$ cat config.mk
export PLATFORM = sky130hd
export DESIGN_NAME = alu_acc_sequencer
export DESIGN_NICKNAME = d
export VERILOG_FILES = /design/src/rtl/alu_acc_pkg.sv /design/src/rtl/alu_acc_flags.sv /design/src/rtl/alu_acc_sequencer.sv
export SDC_FILE = /design/constraint.sdc
export NUM_CORES = 1
export LEC_CHECK = 0
export BUFFER_PORTS_ARGS = -buffer_cell sky130_fd_sc_hd__buf_2
export CELL_PAD_IN_SITES_DETAIL_PLACEMENT = 1
export CELL_PAD_IN_SITES_GLOBAL_PLACEMENT = 2
export CORE_UTILIZATION = 26
export CTS_CLUSTER_DIAMETER = 80
export CTS_CLUSTER_SIZE = 20
export DETAILED_ROUTE_END_ITERATION = 8
export PLACE_DENSITY = 0.84
export SETUP_SLACK_MARGIN = 0.5
export SLEW_MARGIN = 10
export SYNTH_ARGS = -nofsm -noshare
export SYNTH_HDL_FRONTEND = slang
export SYNTH_HIERARCHICAL = 1
export SYNTH_SLANG_ARGS = --single-unit
$ cat constraint.sdc
create_clock -name clk -period 1.6 [get_ports clk]
set_input_delay 0.16 -clock clk [delete_from_list [all_inputs] [get_ports clk]]
set_output_delay 0.16 -clock clk [all_outputs]
set_load 0.02 [all_outputs]
$ cat src/rtl/alu_acc_pkg.sv
// Shared types and constants for the ALU accumulator sequencer.
// Optional build macro: ALU_ACC_STICKY_FLAGS_EN (see alu_acc_flags).
package alu_acc_pkg;

    typedef enum logic [1:0] {
        ST_IDLE  = 2'd0,
        ST_DRIVE = 2'd1,
        ST_WAIT  = 2'd2,
        ST_RESP  = 2'd3
    } state_e;

    localparam logic [2:0] OP_ADD = 3'b000;
    localparam logic [2:0] OP_SUB = 3'b001;
    localparam logic [2:0] OP_AND = 3'b010;
    localparam logic [2:0] OP_OR  = 3'b011;
    localparam logic [2:0] OP_SHL = 3'b100;
    localparam logic [2:0] OP_SHR = 3'b101;

    localparam int FLAG_C = 3;
    localparam int FLAG_V = 2;
    localparam int FLAG_N = 1;
    localparam int FLAG_Z = 0;

endpackage

$ cat src/rtl/alu_acc_flags.sv
// Flag register: set on load, cleared on execute accept, updated on capture.
// ALU_ACC_STICKY_FLAGS_EN: carry/overflow OR-accumulate across repetitions.
module alu_acc_flags
    import alu_acc_pkg::*;
(
    input  logic       clk,
    input  logic       rst_n,
    input  logic       load_i,
    input  logic [7:0] load_val_i,
    input  logic       clear_i,
    input  logic       capture_i,
    input  logic [3:0] alu_flags_i,
    output logic [3:0] flags_o
);

    logic [3:0] flags_q;
    logic [3:0] flags_d;

    // Next flag value from load, clear or capture
    always_comb begin
        flags_d = flags_q;
        if (load_i) begin
            flags_d = 4'b0000;
            flags_d[FLAG_N] = load_val_i[7];
            flags_d[FLAG_Z] = (load_val_i == 8'h00);
        end else if (clear_i) begin
            flags_d = 4'b0000;
        end else if (capture_i) begin
            flags_d = alu_flags_i;
`ifdef ALU_ACC_STICKY_FLAGS_EN
            flags_d[FLAG_C] = alu_flags_i[FLAG_C] | flags_q[FLAG_C];
            flags_d[FLAG_V] = alu_flags_i[FLAG_V] | flags_q[FLAG_V];
`else
            flags_d = alu_flags_i;
`endif
        end
    end

    // Flag register
    always_ff @(posedge clk or negedge rst_n) begin
        if (!rst_n) flags_q <= 4'b0000;
        else        flags_q <= flags_d;
    end

    assign flags_o = flags_q;

endmodule

$ cat src/rtl/alu_acc_sequencer.sv
// Command-driven initiator for an external 8-bit combinational ALU.
// Optional build macro: ALU_ACC_STICKY_FLAGS_EN (sticky carry/overflow).
module alu_acc_sequencer
    import alu_acc_pkg::*;
#(
    parameter int SETTLE_CYCLES = 1
) (
    input  logic       clk,
    input  logic       rst_n,
    input  logic       cmd_valid,
    output logic       cmd_ready,
    input  logic       cmd_load,
    input  logic [2:0] cmd_op,
    input  logic [7:0] cmd_data,
    input  logic [3:0] cmd_rep,
    output logic [7:0] alu_a,
    output logic [4:0] alu_b,
    output logic [2:0] alu_op,
    input  logic [7:0] alu_result,
    input  logic [3:0] alu_flags,
    output logic       rsp_valid,
    input  logic       rsp_ready,
    output logic [7:0] rsp_acc,
    output logic [3:0] rsp_flags
);

    localparam logic [3:0] SETTLE_LAST = 4'(SETTLE_CYCLES - 1);

    state_e     state_q, state_d;
    logic [7:0] acc_q, acc_d;
    logic [2:0] op_q, op_d;
    logic [4:0] b_q, b_d;
    logic [3:0] rep_q, rep_d;
    logic [3:0] cnt_q, cnt_d;
    logic       fl_load, fl_clear, fl_cap;

    // Sequencing FSM: accept, drive, settle, capture, respond
    always_comb begin
        state_d  = state_q;
        acc_d    = acc_q;
        op_d     = op_q;
        b_d      = b_q;
        rep_d    = rep_q;
        cnt_d    = cnt_q;
        fl_load  = 1'b0;
        fl_clear = 1'b0;
        fl_cap   = 1'b0;
        unique case (state_q)
            ST_IDLE: begin
                if (cmd_valid) begin
                    if (cmd_load) begin
                        acc_d   = cmd_data;
                        fl_load = 1'b1;
                        state_d = ST_RESP;
                    end else begin
                        op_d     = cmd_op;
                        b_d      = cmd_data[4:0];
                        rep_d    = cmd_rep;
                        fl_clear = 1'b1;
                        state_d  = ST_DRIVE;
                    end
                end
            end
            ST_DRIVE: begin
                cnt_d   = SETTLE_LAST;
                state_d = ST_WAIT;
            end
            ST_WAIT: begin
                if (cnt_q == 4'd0) begin
                    acc_d  = alu_result;
                    fl_cap = 1'b1;
                    if (rep_q == 4'd0) begin
                        state_d = ST_RESP;
                    end else begin
                        rep_d   = rep_q - 4'd1;
                        state_d = ST_DRIVE;
                    end
                end else begin
                    cnt_d = cnt_q - 4'd1;
                end
            end
            ST_RESP: begin
                if (rsp_ready) state_d = ST_IDLE;
            end
            default: state_d = ST_IDLE;
        endcase
    end

    // Sequencer state and operand registers
    always_ff @(posedge clk or negedge rst_n) begin
        if (!rst_n) begin
            state_q <= ST_IDLE;
            acc_q   <= 8'h00;
            op_q    <= 3'b000;
            b_q     <= 5'h00;
            rep_q   <= 4'h0;
            cnt_q   <= 4'h0;
        end else begin
            state_q <= state_d;
            acc_q   <= acc_d;
            op_q    <= op_d;
            b_q     <= b_d;
            rep_q   <= rep_d;
            cnt_q   <= cnt_d;
        end
    end

    alu_acc_flags u_flags (
        .clk        (clk),
        .rst_n      (rst_n),
        .load_i     (fl_load),
        .load_val_i (cmd_data),
        .clear_i    (fl_clear),
        .capture_i  (fl_cap),
        .alu_flags_i(alu_flags),
        .flags_o    (rsp_flags)
    );

    assign cmd_ready = (state_q == ST_IDLE);
    assign rsp_valid = (state_q == ST_RESP);
    assign rsp_acc   = acc_q;
    assign alu_a     = acc_q;
    assign alu_b     = b_q;
    assign alu_op    = op_q;

endmodule
Word level (Yosys, flattened, before mapping)
Cells that the tools add are included.
Cells by class
  bitwise logic cells: 1
  muxes and demuxes: 28
  add/subtract/negate cells: 2
  reductions and logical operators: 12
  equal/unequal tests: 10
Operators by type and width (number)
  4-bit 2-to-1 mux: 8
  8-bit 2-to-1 mux: 3
  4-bit case mux with 2 select lines: 2
  8-bit case mux with 2 select lines: 1
  2-bit 2-to-1 mux: 5
  2-bit != test, second input constant: 5
  4-bit logical NOT: 2
  8-bit logical NOT: 1
  1-bit 2-to-1 mux: 8
  2-bit case mux with 4 select lines: 1
  4-bit by 1-bit subtractor with 4-bit output, second input constant: 2
  3-bit AND reduction: 2
  5-bit AND reduction: 1
  2-bit equality test, second input constant: 2
  2-bit by 1-bit != test with 1-bit output, second input constant: 2
  4-bit AND reduction: 1
  2-bit nonzero test: 2
  3-bit nonzero test: 1
  2-bit by 1-bit equality test with 1-bit output, second input constant: 1
  2-bit logical NOT: 1
  2-bit AND reduction: 1
  1-bit inverter: 1
Storage, ports and cells
  word-level logic and storage cells: 60
  bits of input ports: 32
  flip-flop bits (word level): 30
  output and inout bits: 30

Depth between registers and ports, before layout
Gate-level depths: netlist (run 1).
  depth after elaboration: 6
  depth in mapped cells: 7
  mapped depth without buffers: 6

Modules after synthesis
Netlist (run 1), hierarchy kept.
Modules (own cells, without submodules)
  alu_acc_sequencer: instances 1, cells each 139, area an instance 1465.2 sq um, sequential area each 650.6 sq um
  alu_acc_flags: instances 1, cells each 19, area an instance 207.7 sq um, sequential area each 100.1 sq um

Worst setup path before layout (run 1)
OpenSTA, ideal clock, no wires.
  kind: reg2reg
  start: register state_q[0]
  end: register b_q[0], in the netlist alu_b[0]
  period minus slack after synthesis: 1707 ps
  data arrival time: 1582 ps
  library setup time: 125 ps
  setup slack: -107 ps
  stages on the path, launching flop included: 4
  buffers on the path: 1
  required time: 1475 ps
  cells stage by stage: dfrtp_1 > buf_2 > nor4b_4 > mux2_4
Between the ends
  longest elaborated chain between the ends: 2
RTL lines
  start: declaration: RTL line alu_acc_sequencer.sv:29  | state_e state_q, state_d;
  start signal: assignment: RTL line alu_acc_sequencer.sv:99  | state_q <= state_d;
  2-bit logical NOT: RTL line alu_acc_sequencer.sv:48  | unique case (state_q)
  3-bit AND reduction (no source line)
  end signal: assignment: RTL line alu_acc_sequencer.sv:95  | b_q <= 5'h00;
  end signal: assignment: RTL line alu_acc_sequencer.sv:102  | b_q <= b_d;
  end: declaration: RTL line alu_acc_sequencer.sv:32  | logic [4:0] b_q, b_d;
Every way passes these cells.
A chain may end at the register's enable or synchronous reset.

Worst setup path after layout (run 1)
  start: register cnt_q[0]
  end: register acc_q[2], in the netlist alu_a[2]
Between the ends
  longest elaborated chain between the ends: 3
RTL lines
  start: declaration: RTL line alu_acc_sequencer.sv:34  | logic [3:0] cnt_q, cnt_d;
  start signal: assignment: RTL line alu_acc_sequencer.sv:104  | cnt_q <= cnt_d;
  4-bit logical NOT: RTL line alu_acc_sequencer.sv:69  | if (cnt_q == 4'd0) begin
  2-bit != test (no source line)
  4-bit AND reduction (no source line)
  end signal: assignment: RTL line alu_acc_sequencer.sv:93  | acc_q <= 8'h00;
  end signal: assignment: RTL line alu_acc_sequencer.sv:100  | acc_q <= acc_d;
  end: declaration: RTL line alu_acc_sequencer.sv:30  | logic [7:0] acc_q, acc_d;
Every way passes these cells.

==> flow_metrics.py, run 1 <==
metrics = {
    "routing": {
        "routed_wirelength_um": 5195,
        "dr.first_iter.drc_count": 35,
        "drtPass1Iterations": 4,
        "num_vias": 1538,
        "drtAntennaViolNets": 0,
        "drc": 0,
        "routedWlPerCell_um": 15.84,
        "viasPerCell": 4.689,
    },
    "synth": {
        "synth_xor_area_frac": 0,
        "synth_edf_count": 0,
        "synthMuxAreaShare": 0.1556,
        "yosysTopAreaCell": "dfrtp_1",
        "ys_ff_latch": 30,
        "synthArstFlopShare": 1.000,
        "syn_nets": 194,
        "yosys.area_share.adder": 0.02992,
        "yosys-top-cells-count": "30 x dfrtp_1, 19 x nor2_1, 15 x a21oi_1",
        "synthSimpleGateAreaFrac": 0.1593,
        "syn_inst": 158,
        "yosys_warnings": 6,
        "ys_seq_area_frac": 0.4488,
        "synth.top_cell.area_share": 0.4488,
        "syn_avg_cell_area_um2": 10.59,
        "ys_top_cells_by_area": "dfrtp_1 45%, mux2i_1 8.4%, mux2_4 7.2%",
        "synth_compound_area_frac": 0.1361,
        "yosysUniqueCellTypes": 38,
        "post-synth-top-count-cell": "dfrtp_1",
        "ys.flop_type": "dfrtp_1",
        "synth_top_family_by_area": "simple AND/OR/NAND/NOR gates",
        "synth_area_um2": 1673,
    },
    "power": {
        "power_mw": 5.572,
        "netSwitchingFraction": 0.4179,
        "p_int_mw": 3.244,
        "p_sw_mw": 2.329,
        "leakagePower_nw": 1.291,
        "vdd_ir_drop_max_uv": 691.1,
        "seqPwrFrac": 0.252,
        "clock_power_share": 0.129,
        "p_comb_frac": 0.619,
        "power_density_nw_per_um2": 2004,
    },
    "sta": {
        "maxSlewHeadroom": 0.6870,
        "maxSlewViolCount": 0,
        "fin_crit_sh": 0.9640,
        "finalClockSkew_ns": 0.004743,
        "finalHoldViolCount": 0,
        "rsz0062_at_grt": "yes",
        "finalWorstPathRequiredPeriod_ns": 1.542,
        "hold-worst-slack_ns": 0.1123,
        "worst_pin_slew_ns": 0.4685,
        "clock.fmax_mhz": 648.3,
        "finalSetupTns_ns": 0,
        "finalSetupViolCount": 0,
    },
    "final_layout": {
        "syn_to_final_growth_pct": 66.19,
        "fin_area_um2": 2780,
        "diodes": 0,
        "nets": 288,
        "drive_gt1_frac": 0.6561,
        "fill_cells": 701,
    },
    "floorplanning": {
        "start_util": 0.2760,
        "placementRows": 28,
        "die_width_um": 82.21,
        "fp.dieArea_um2": 6758,
        "num_io_pins": 62,
        "die_h_um": 82.21,
        "core_area_um2": 6061,
    },
    "place": {
        "io_buffers": 61,
        "gp_congestion": 0.7713,
        "post_dp_cell_area_um2": 2207,
        "post-dp-hpwl_um": 3484,
    },
    "worst_setup_path": {
        "crit_path_end_kind": "flip-flop",
        "ff2ff_path_depth": 9,
        "cpPeakStageDelay_ns": 0.39,
        "setup.worst_path.start": "cnt_q[0]",
        "rrSetupSlack_ns": 0.06,
        "crit_required_ns": 1.81,
        "crit_type": "flip-flop to flip-flop",
        "cpMostUsedCell": "buf_6",
        "crit_chain": "inv_2, ha_4, nand4bb_4, buf_6, a21oi_4, buf_6, buf_12, nor2_2, a21oi_1",
        "rr_endpoint": "alu_a[2]",
        "regToRegStartpoint": "cnt_q[0]",
        "worst-path-max-fanout": 8,
        "crit_path_end": "alu_a[2]",
        "slowest_stage": "dfrtp_1",
        "cp-start-kind": "flip-flop",
        "arrival_ns": 1.75,
    },
    "cts": {
        "cts_tree": "built",
        "htreeDepth": 2,
        "path_clk_slew_ns": 0.07,
        "cts_buffers": 5,
        "cts.sinks": 30,
        "clk_path_buf_depth": 2,
        "insertion_delay_ns": 0.28,
        "clock-root-buffer": "clkbuf_8",
    },
    "min_path": {
        "hold_class": "input port to flip-flop",
    },
    "global_route": {
        "track_usage": 0.1535,
        "overflow": 0,
        "grt_max_degree": 31,
        "grt_pass1_vias": 1554,
        "antenna_found_initial": 0,
        "grt_first_pass_wirelength_um": 7576,
    },
    "outcome": {
        "status": "finished, final reports clean",
    },
    "flow_run": {
        "drv_cap": 0,
    },
}
[worst min-delay path by stage]
stage / start / end / slack [ns] / depth (start not counted)
after floorplan: rst_n / alu_a[0] / -0.14 / 0
after global placement: rst_n / cnt_q[0] / 0.25 / 1
after detailed placement: rst_n / cnt_q[0] / 0.26 / 1
after CTS: cmd_op[1] / alu_op[1] / 0.10 / 2
after global routing: cmd_op[0] / alu_op[0] / 0.11 / 2
final: cmd_op[0] / alu_op[0] / 0.11 / 2
[cells by family after synthesis]
logic type | count (synthesis)
compound gates | 34
mux | 22
fa+ha+maj | 4
buf+inv | 20
flops | 30
simple gates | 48
[layer usage]
metal	share of wire	track usage
met5	0	0
met3	0.042	0.03846
met1	0.41	0.1876
met4	0.012	0.04737
met2	0.54	0.2636
[through the flow]
step / utilization / std cells / setup slack [ns]
floorplan: - / 158 / -0.09355
CTS: 0.4253 / 321 / 0.05985
detailed placement: 0.3642 / 302 / -0.04746
finish: 0.4587 / 328 / 0.05755
global placement: 0.3642 / 302 / -0.001646
global route: 0.4587 / 328 / -0.04792
[flip-flops by register name, indices dropped and copies added (netlist names)]
signal	count
cnt_q	4
alu_op	3
rep_q	4
state_q	2
u_flags/flags_o	4
alu_a	8
alu_b	5
[layout by cell type, fill, tap and decap left out, types with 3 or more instances in the layout]
| cell | n |
|---|---|
| o22ai_1 | 3 |
| clkbuf_8 | 8 |
| nor2_1 | 8 |
| nand2_1 | 4 |
| buf_2 | 58 |
| mux2_4 | 8 |
| buf_6 | 13 |
| dfrtp_1 | 28 |
| a21oi_2 | 7 |
| mux2i_1 | 12 |
| nor2_4 | 6 |
| buf_4 | 24 |
| inv_2 | 4 |
| o21ai_1 | 3 |
| a21oi_1 | 8 |
| nor2_2 | 5 |
| nor2b_1 | 3 |
[final cells by class]
type | count | area (um^2) | area share
well taps | 75 | 93.84 | 0.03375
multi-input cells | 108 | 1072 | 0.3857
clock buffers | 8 | 110.1 | 0.03960
inverters | 5 | 18.77 | 0.006751
repair buffers | 102 | 732.0 | 0.2633
flip-flops and latches | 30 | 753.2 | 0.2709
[power groups by stage]
stage	registers (mW)	logic [mW]	clock network, mW
4_1_cts	1.39	3.12	0.751
3_5_place_dp	1.36	2.59	0
6_report	1.40	3.45	0.722
3_3_place_gp	1.34	2.53	0
5_1_grt	1.45	3.70	0.789
2_1_floorplan	1.60	1.53	0
[timing repair]
action,in CTS,in global routing
hold endpoints to repair,30,0
gates cloned,1,0
setup buffers,9,7
hold buffers,1,0
endpoints found under the setup margin,32,34
resized for setup,39,32
pin swaps,8,12
[worst max-delay path: cells and delay by family (launching register included)]
kind | cells | cell delay [ns]
fa+ha+maj | 1 | 0.16
flops | 1 | 0.39
buf+inv | 4 | 0.47
simple gates | 2 | 0.18
compound gates | 2 | 0.25
Power figures use the tool's default switching activity.
==> run 2, diff against run 1 <==
CORE_UTILIZATION = 27   (was 26)
CTS_BUF_LIST = sky130_fd_sc_hd__clkbuf_8   (was not set)
PLACE_DENSITY = 0.86   (was 0.84)
==> flow_metrics.py, run 2 (synthesis results as in run 1) <==
metrics = {
    "sta": {
        "worst_pin_slew_ns": 0.4725,
        "clock.fmax_mhz": 656.0,
        "maxSlewHeadroom": 0.6844,
        "fin_crit_sh": 0.9528,
        "finalSetupViolCount": 0,
        "finalHoldViolCount": 0,
        "rsz0062_at_grt": "yes",
        "hold-worst-slack_ns": 0.1050,
        "maxSlewViolCount": 0,
        "finalWorstPathRequiredPeriod_ns": 1.524,
        "finalClockSkew_ns": 0.006317,
    },
    "global_route": {
        "antenna_found_initial": 0,
        "track_usage": 0.1523,
        "grt_pass1_vias": 1489,
        "grt_first_pass_wirelength_um": 7389,
        "overflow": 0,
        "grt_max_degree": 31,
    },
    "floorplanning": {
        "placementRows": 28,
        "num_io_pins": 62,
        "core_area_um2": 5956,
        "die_width_um": 80.72,
        "start_util": 0.2809,
        "fp.dieArea_um2": 6515,
        "die_h_um": 80.72,
    },
    "worst_setup_path": {
        "setup.worst_path.start": "state_q[1]",
        "path_depth": 5,
        "crit_type": "flip-flop to flip-flop",
        "cpPeakStageDelay_ns": 0.40,
        "worst-path-max-fanout": 6,
        "rrSetupSlack_ns": 0.08,
        "crit_buf_inv": 1,
        "slowest_stage": "dfrtp_1",
        "cp-start-kind": "flip-flop",
        "crit_required_ns": 1.81,
        "crit_path_end_kind": "flip-flop",
        "crit_path_end": "rep_q[2]",
        "critical_path.top_delay_family": "compound AO/OA/AOI/OAI gates",
        "regToRegStartpoint": "state_q[1]",
        "rr_endpoint": "rep_q[2]",
        "ff2ff_path_depth": 5,
        "arrival_ns": 1.73,
        "crit_chain": "or3b_4, a211oi_4, buf_6, a21oi_2, a21oi_1",
    },
    "power": {
        "power_density_nw_per_um2": 1956,
        "p_sw_mw": 2.265,
        "seqPwrFrac": 0.259,
        "leakagePower_nw": 1.274,
        "p_comb_frac": 0.631,
        "p_int_mw": 3.036,
        "clock_power_share": 0.110,
        "power_mw": 5.301,
        "vdd_ir_drop_max_uv": 740.8,
        "netSwitchingFraction": 0.4273,
    },
    "min_path": {
        "hold_class": "input port to flip-flop",
    },
    "routing": {
        "routedWlPerCell_um": 14.95,
        "num_vias": 1577,
        "routed_wirelength_um": 4948,
        "viasPerCell": 4.764,
        "dr.first_iter.drc_count": 43,
        "drc": 0,
        "drtPass1Iterations": 4,
        "drtAntennaViolNets": 0,
    },
    "final_layout": {
        "diodes": 0,
        "drive_gt1_frac": 0.6289,
        "postLayoutCoreUtil": 0.4550,
        "largest_reg_flops": 8,
        "nets": 292,
        "layout_commonest_cell": "buf_2",
        "fill_cells": 699,
        "syn_to_final_growth_pct": 62.00,
        "final_cell_mix": "58 x buf_2, 29 x dfrtp_1, 27 x buf_4",
    },
    "cts": {
        "htreeDepth": 2,
        "insertion_delay_ns": 0.29,
        "clock-root-buffer": "clkbuf_8",
        "cts.sinks": 30,
        "cts_buffers": 5,
        "clk_path_buf_depth": 2,
        "path_clk_slew_ns": 0.07,
        "cts_tree": "built",
    },
    "place": {
        "gp_congestion": 0.7673,
        "post-dp-hpwl_um": 3245,
        "io_buffers": 61,
    },
    "outcome": {
        "status": "finished, final reports clean",
    },
    "flow_run": {
        "drv_cap": 0,
    },
}
[run 2: cell count changes in the layout (fill, tap and decap cells not counted), moves of 2 or more]
cell,previous run,this run
nor2_1,8,10
buf_4,24,27
clkinv_2,0,2
clkbuf_8,8,5
[run 2: per-stage QoR]
step | setup slack [ns] | instances | instance area (um^2) | TNS (ns)
floorplan | -0.09355 | 158 | 1719 | -0.7484
global placement | 0.08610 | 297 | 2170 | 0
detailed placement | -0.009008 | 297 | 2170 | -0.009008
CTS | 0.09472 | 320 | 2511 | 0
global route | -0.009043 | 331 | 2710 | -0.01395
finish | 0.07551 | 331 | 2710 | 0
[run 2: layout make-up]
type | instances | area, um^2 | share of cell area
Clock buffer | 5 | 68.82 | 0.02539
Clock inverter | 2 | 10.01 | 0.003693
Inverter | 5 | 18.77 | 0.006925
Multi-Input combinational cell | 108 | 992.2 | 0.3661
Sequential cell | 30 | 752.0 | 0.2775
Tap cell | 75 | 93.84 | 0.03463
Timing Repair Buffer | 106 | 774.5 | 0.2858
[run 2: routing by layer]
metal	vias to the layer above	part of all wire	track usage
met3	4	0.040	0.04318
met2	32	0.55	0.2814
li1	748	-	-
met5	-	0	0
met4	0	0.0073	0.03214
met1	793	0.40	0.1727
[run 2: worst min path at each step]
stage           endpoint  cells past startpoint       from
2_1_floorplan   alu_a[0]                      0      rst_n
5_1_grt        alu_op[2]                      2  cmd_op[2]
4_1_cts        alu_op[2]                      2  cmd_op[2]
3_5_place_dp    cnt_q[1]                      1      rst_n
6_report       alu_op[1]                      2  cmd_op[1]
3_3_place_gp    cnt_q[2]                      1      rst_n
[run 2: what timing repair did]
item	CTS	global route
hold buffers	1	0
pin swaps	10	8
buffers inserted	14	11
hold endpoints to repair	30	0
gates cloned	1	0
gates resized for setup	27	33
endpoints found under the setup margin	32	33
[run 2: power groups by stage]
stage / logic [mW] / clock network (mW) / registers (mW)
2_1_floorplan: 1.53 / 0 / 1.60
5_1_grt: 3.60 / 0.630 / 1.43
4_1_cts: 2.96 / 0.604 / 1.34
3_3_place_gp: 2.46 / 0 / 1.33
6_report: 3.35 / 0.582 / 1.37
3_5_place_dp: 2.52 / 0 / 1.33
==> run 3, diff against run 2 <==
CORE_UTILIZATION = 26   (was 27)
GPL_TIMING_DRIVEN = 0   (was not set)
PLACE_DENSITY = 0.87   (was 0.86)
SETUP_SLACK_MARGIN = not set   (was 0.5)
SYNTH_HIERARCHICAL = not set   (was 1)
==> flow_metrics.py, run 3 <==
metrics = {
    "sta": {
        "maxSlewViolCount": 0,
        "finalClockSkew_ns": 0.007432,
        "fin_crit_sh": 0.9831,
        "clock.fmax_mhz": 635.7,
        "finalHoldViolCount": 0,
        "finalWorstPathRequiredPeriod_ns": 1.573,
        "hold-worst-slack_ns": 0.08549,
        "rsz0062_at_grt": "yes",
        "setup_slack_ns": 0.02696,
        "maxSlewHeadroom": 0.5271,
        "worst_pin_slew_ns": 0.7093,
        "finalSetupViolCount": 0,
        "finalSetupTns_ns": 0,
    },
    "final_layout": {
        "syn_to_final_growth_pct": 39.58,
        "fin_area_um2": 2237,
        "diodes": 0,
        "layout_commonest_cell": "buf_2",
        "largest_reg_flops": 8,
        "final_cell_mix": "62 x buf_2, 28 x dfrtp_1, 25 x nand2_1",
        "drive_gt1_frac": 0.4939,
        "fill_cells": 712,
        "nets": 279,
        "postLayoutCoreUtil": 0.3779,
        "instances_no_fill": 320,
    },
    "synth": {
        "yosys-top-cells-count": "30 x dfrtp_1, 26 x nand2_1, 16 x nor2_1",
        "ys_top_cells_by_area": "dfrtp_1 47%, nand2_1 6.1%, mux2_2 5.6%",
        "syn_avg_cell_area_um2": 9.655,
        "post-synth-top-count-cell": "dfrtp_1",
        "synth.top_cell.area_share": 0.4684,
        "ys.flop_type": "dfrtp_1",
        "ys_ff_latch": 30,
        "synthArstFlopShare": 1.000,
        "yosys_warnings": 0,
        "yosysTopAreaCell": "dfrtp_1",
        "syn_nets": 201,
        "yosysUniqueCellTypes": 39,
        "synth_area_um2": 1603,
        "synth_edf_count": 0,
        "ys_seq_area_frac": 0.4684,
        "syn_inst": 166,
    },
    "power": {
        "clock_power_share": 0.136,
        "p_int_mw": 2.580,
        "p_sw_mw": 2.107,
        "p_comb_frac": 0.573,
        "vdd_ir_drop_max_uv": 685.4,
        "power_mw": 4.688,
        "power_density_nw_per_um2": 2095,
        "seqPwrFrac": 0.291,
        "netSwitchingFraction": 0.4495,
        "leakagePower_nw": 1.044,
    },
    "floorplanning": {
        "core_area_um2": 5921,
        "fp.dieArea_um2": 6483,
        "start_util": 0.2707,
        "num_io_pins": 62,
        "die_width_um": 80.52,
        "placementRows": 28,
        "die_h_um": 80.52,
    },
    "routing": {
        "drtAntennaViolNets": 0,
        "routedWlPerCell_um": 14.12,
        "dr.first_iter.drc_count": 17,
        "drc": 0,
        "routed_wirelength_um": 4517,
        "viasPerCell": 4.766,
        "drtPass1Iterations": 4,
        "num_vias": 1525,
    },
    "outcome": {
        "status": "finished, final reports clean",
    },
    "cts": {
        "cts_buffers": 5,
        "path_clk_slew_ns": 0.07,
        "clk_path_buf_depth": 2,
        "insertion_delay_ns": 0.28,
        "cts.sinks": 30,
        "htreeDepth": 2,
        "cts_tree": "built",
        "clock-root-buffer": "clkbuf_8",
    },
    "place": {
        "io_buffers": 61,
        "pre_cts_ws_ns": -0.2619,
        "gp_congestion": 0.7275,
        "post-dp-hpwl_um": 3348,
        "placed_cells": 302,
        "post_dp_cell_area_um2": 2021,
    },
    "worst_setup_path": {
        "setup.worst_path.start": "cnt_q[1]",
        "regToRegStartpoint": "cnt_q[1]",
        "crit_chain": "inv_2, ha_4, nand4bb_4, a211oi_4, buf_6, nor2_2, a31oi_1",
        "crit_type": "flip-flop to flip-flop",
        "crit_required_ns": 1.80,
        "arrival_ns": 1.77,
        "crit_path_end_kind": "flip-flop",
        "slowest_stage": "dfrtp_1",
        "rrSetupSlack_ns": 0.03,
        "worst-path-max-fanout": 5,
        "cpPeakStageDelay_ns": 0.39,
        "cp-start-kind": "flip-flop",
    },
    "flow_run": {
        "drv_cap": 0,
    },
    "min_path": {
        "min_from": "rsp_ready",
        "hold_class": "input port to flip-flop",
    },
    "global_route": {
        "grt_first_pass_wirelength_um": 7293,
        "track_usage": 0.1473,
        "grt_pass1_vias": 1574,
        "grt_max_degree": 31,
        "overflow": 0,
        "antenna_found_initial": 0,
    },
}
run 3: cell types whose count changed in the layout (fill, tap and decap cells not counted), sizes merged, moves of 3 or more:
cell / delta
clkbuf: +3
a21oi: -5
buf: -23
mux2i: -13
nor2b: -4
nand2: +21
a31oi: +10
run 3: logic make-up after synthesis:
family / count (synthesis) / synth area share
AOI/OAI and AO/OA: 36 / 0.1514
muxes: 9 / 0.06245
DFF: 30 / 0.4684
adders and majority gates: 3 / 0.02342
buffers and inverters: 20 / 0.07416
and+or+nand+nor: 68 / 0.2201
run 3: routing by layer:
layer | global-route usage | vias up | routed length (um)
li1 | - | 736 | -
met1 | 0.1838 | 739 | 1999
met2 | 0.2500 | 43 | 2213
met3 | 0.02955 | 7 | 230
met4 | 0.05179 | 0 | 73
met5 | 0 | - | 0
run 3: power by group through the flow:
stage,clock [mW],combinational (mW),sequential [mW]
floorplan,0,1.45,1.63
global placement,0,2.43,1.34
detailed placement,0,2.49,1.36
CTS,0.659,2.64,1.35
global route,0.696,2.94,1.42
finish,0.637,2.68,1.37
run 3: cell type report:
class	instances	area, um^2	share of cell area
Clock inverter	2	8.758	0.003915
Buffer	14	100.1	0.04474
Clock buffer	6	82.58	0.03691
Multi-Input combinational cell	116	789.5	0.3529
Timing Repair Buffer	71	386.6	0.1728
Tap cell	75	93.84	0.04195
Sequential cell	30	753.2	0.3367
Inverter	6	22.52	0.01007
run 3: path summary, 6_finish.rpt:
kind | end | depth (start not counted)
worst min register to register | alu_b[4] | 1
worst min-delay path | state_q[1] | 2
worst max-delay path | alu_a[1] | 7
min in group asynchronous | rep_q[1] | 2
max in group asynchronous | state_q[1] | 2
worst max register to register | alu_a[1] | 7
run 3: critical path: cells and delay by family (launching register included):
family / cells / cell delay (ns)
AND/OR/NAND/NOR: 2 / 0.19
adder cells (fa/ha/maj): 1 / 0.16
flip-flops: 1 / 0.39
buffers and inverters: 2 / 0.26
AO/OA/AOI/OAI: 2 / 0.49
run 3: repair_timing:
action | CTS | global route
gates resized for setup | 7 | 12
endpoints found under the setup margin | 23 | 21
pin swaps | 3 | 1
hold endpoints to repair | 30 | 0
buffers inserted | 7 | 1
hold buffers | 1 | 0
cloned | 1 | 0
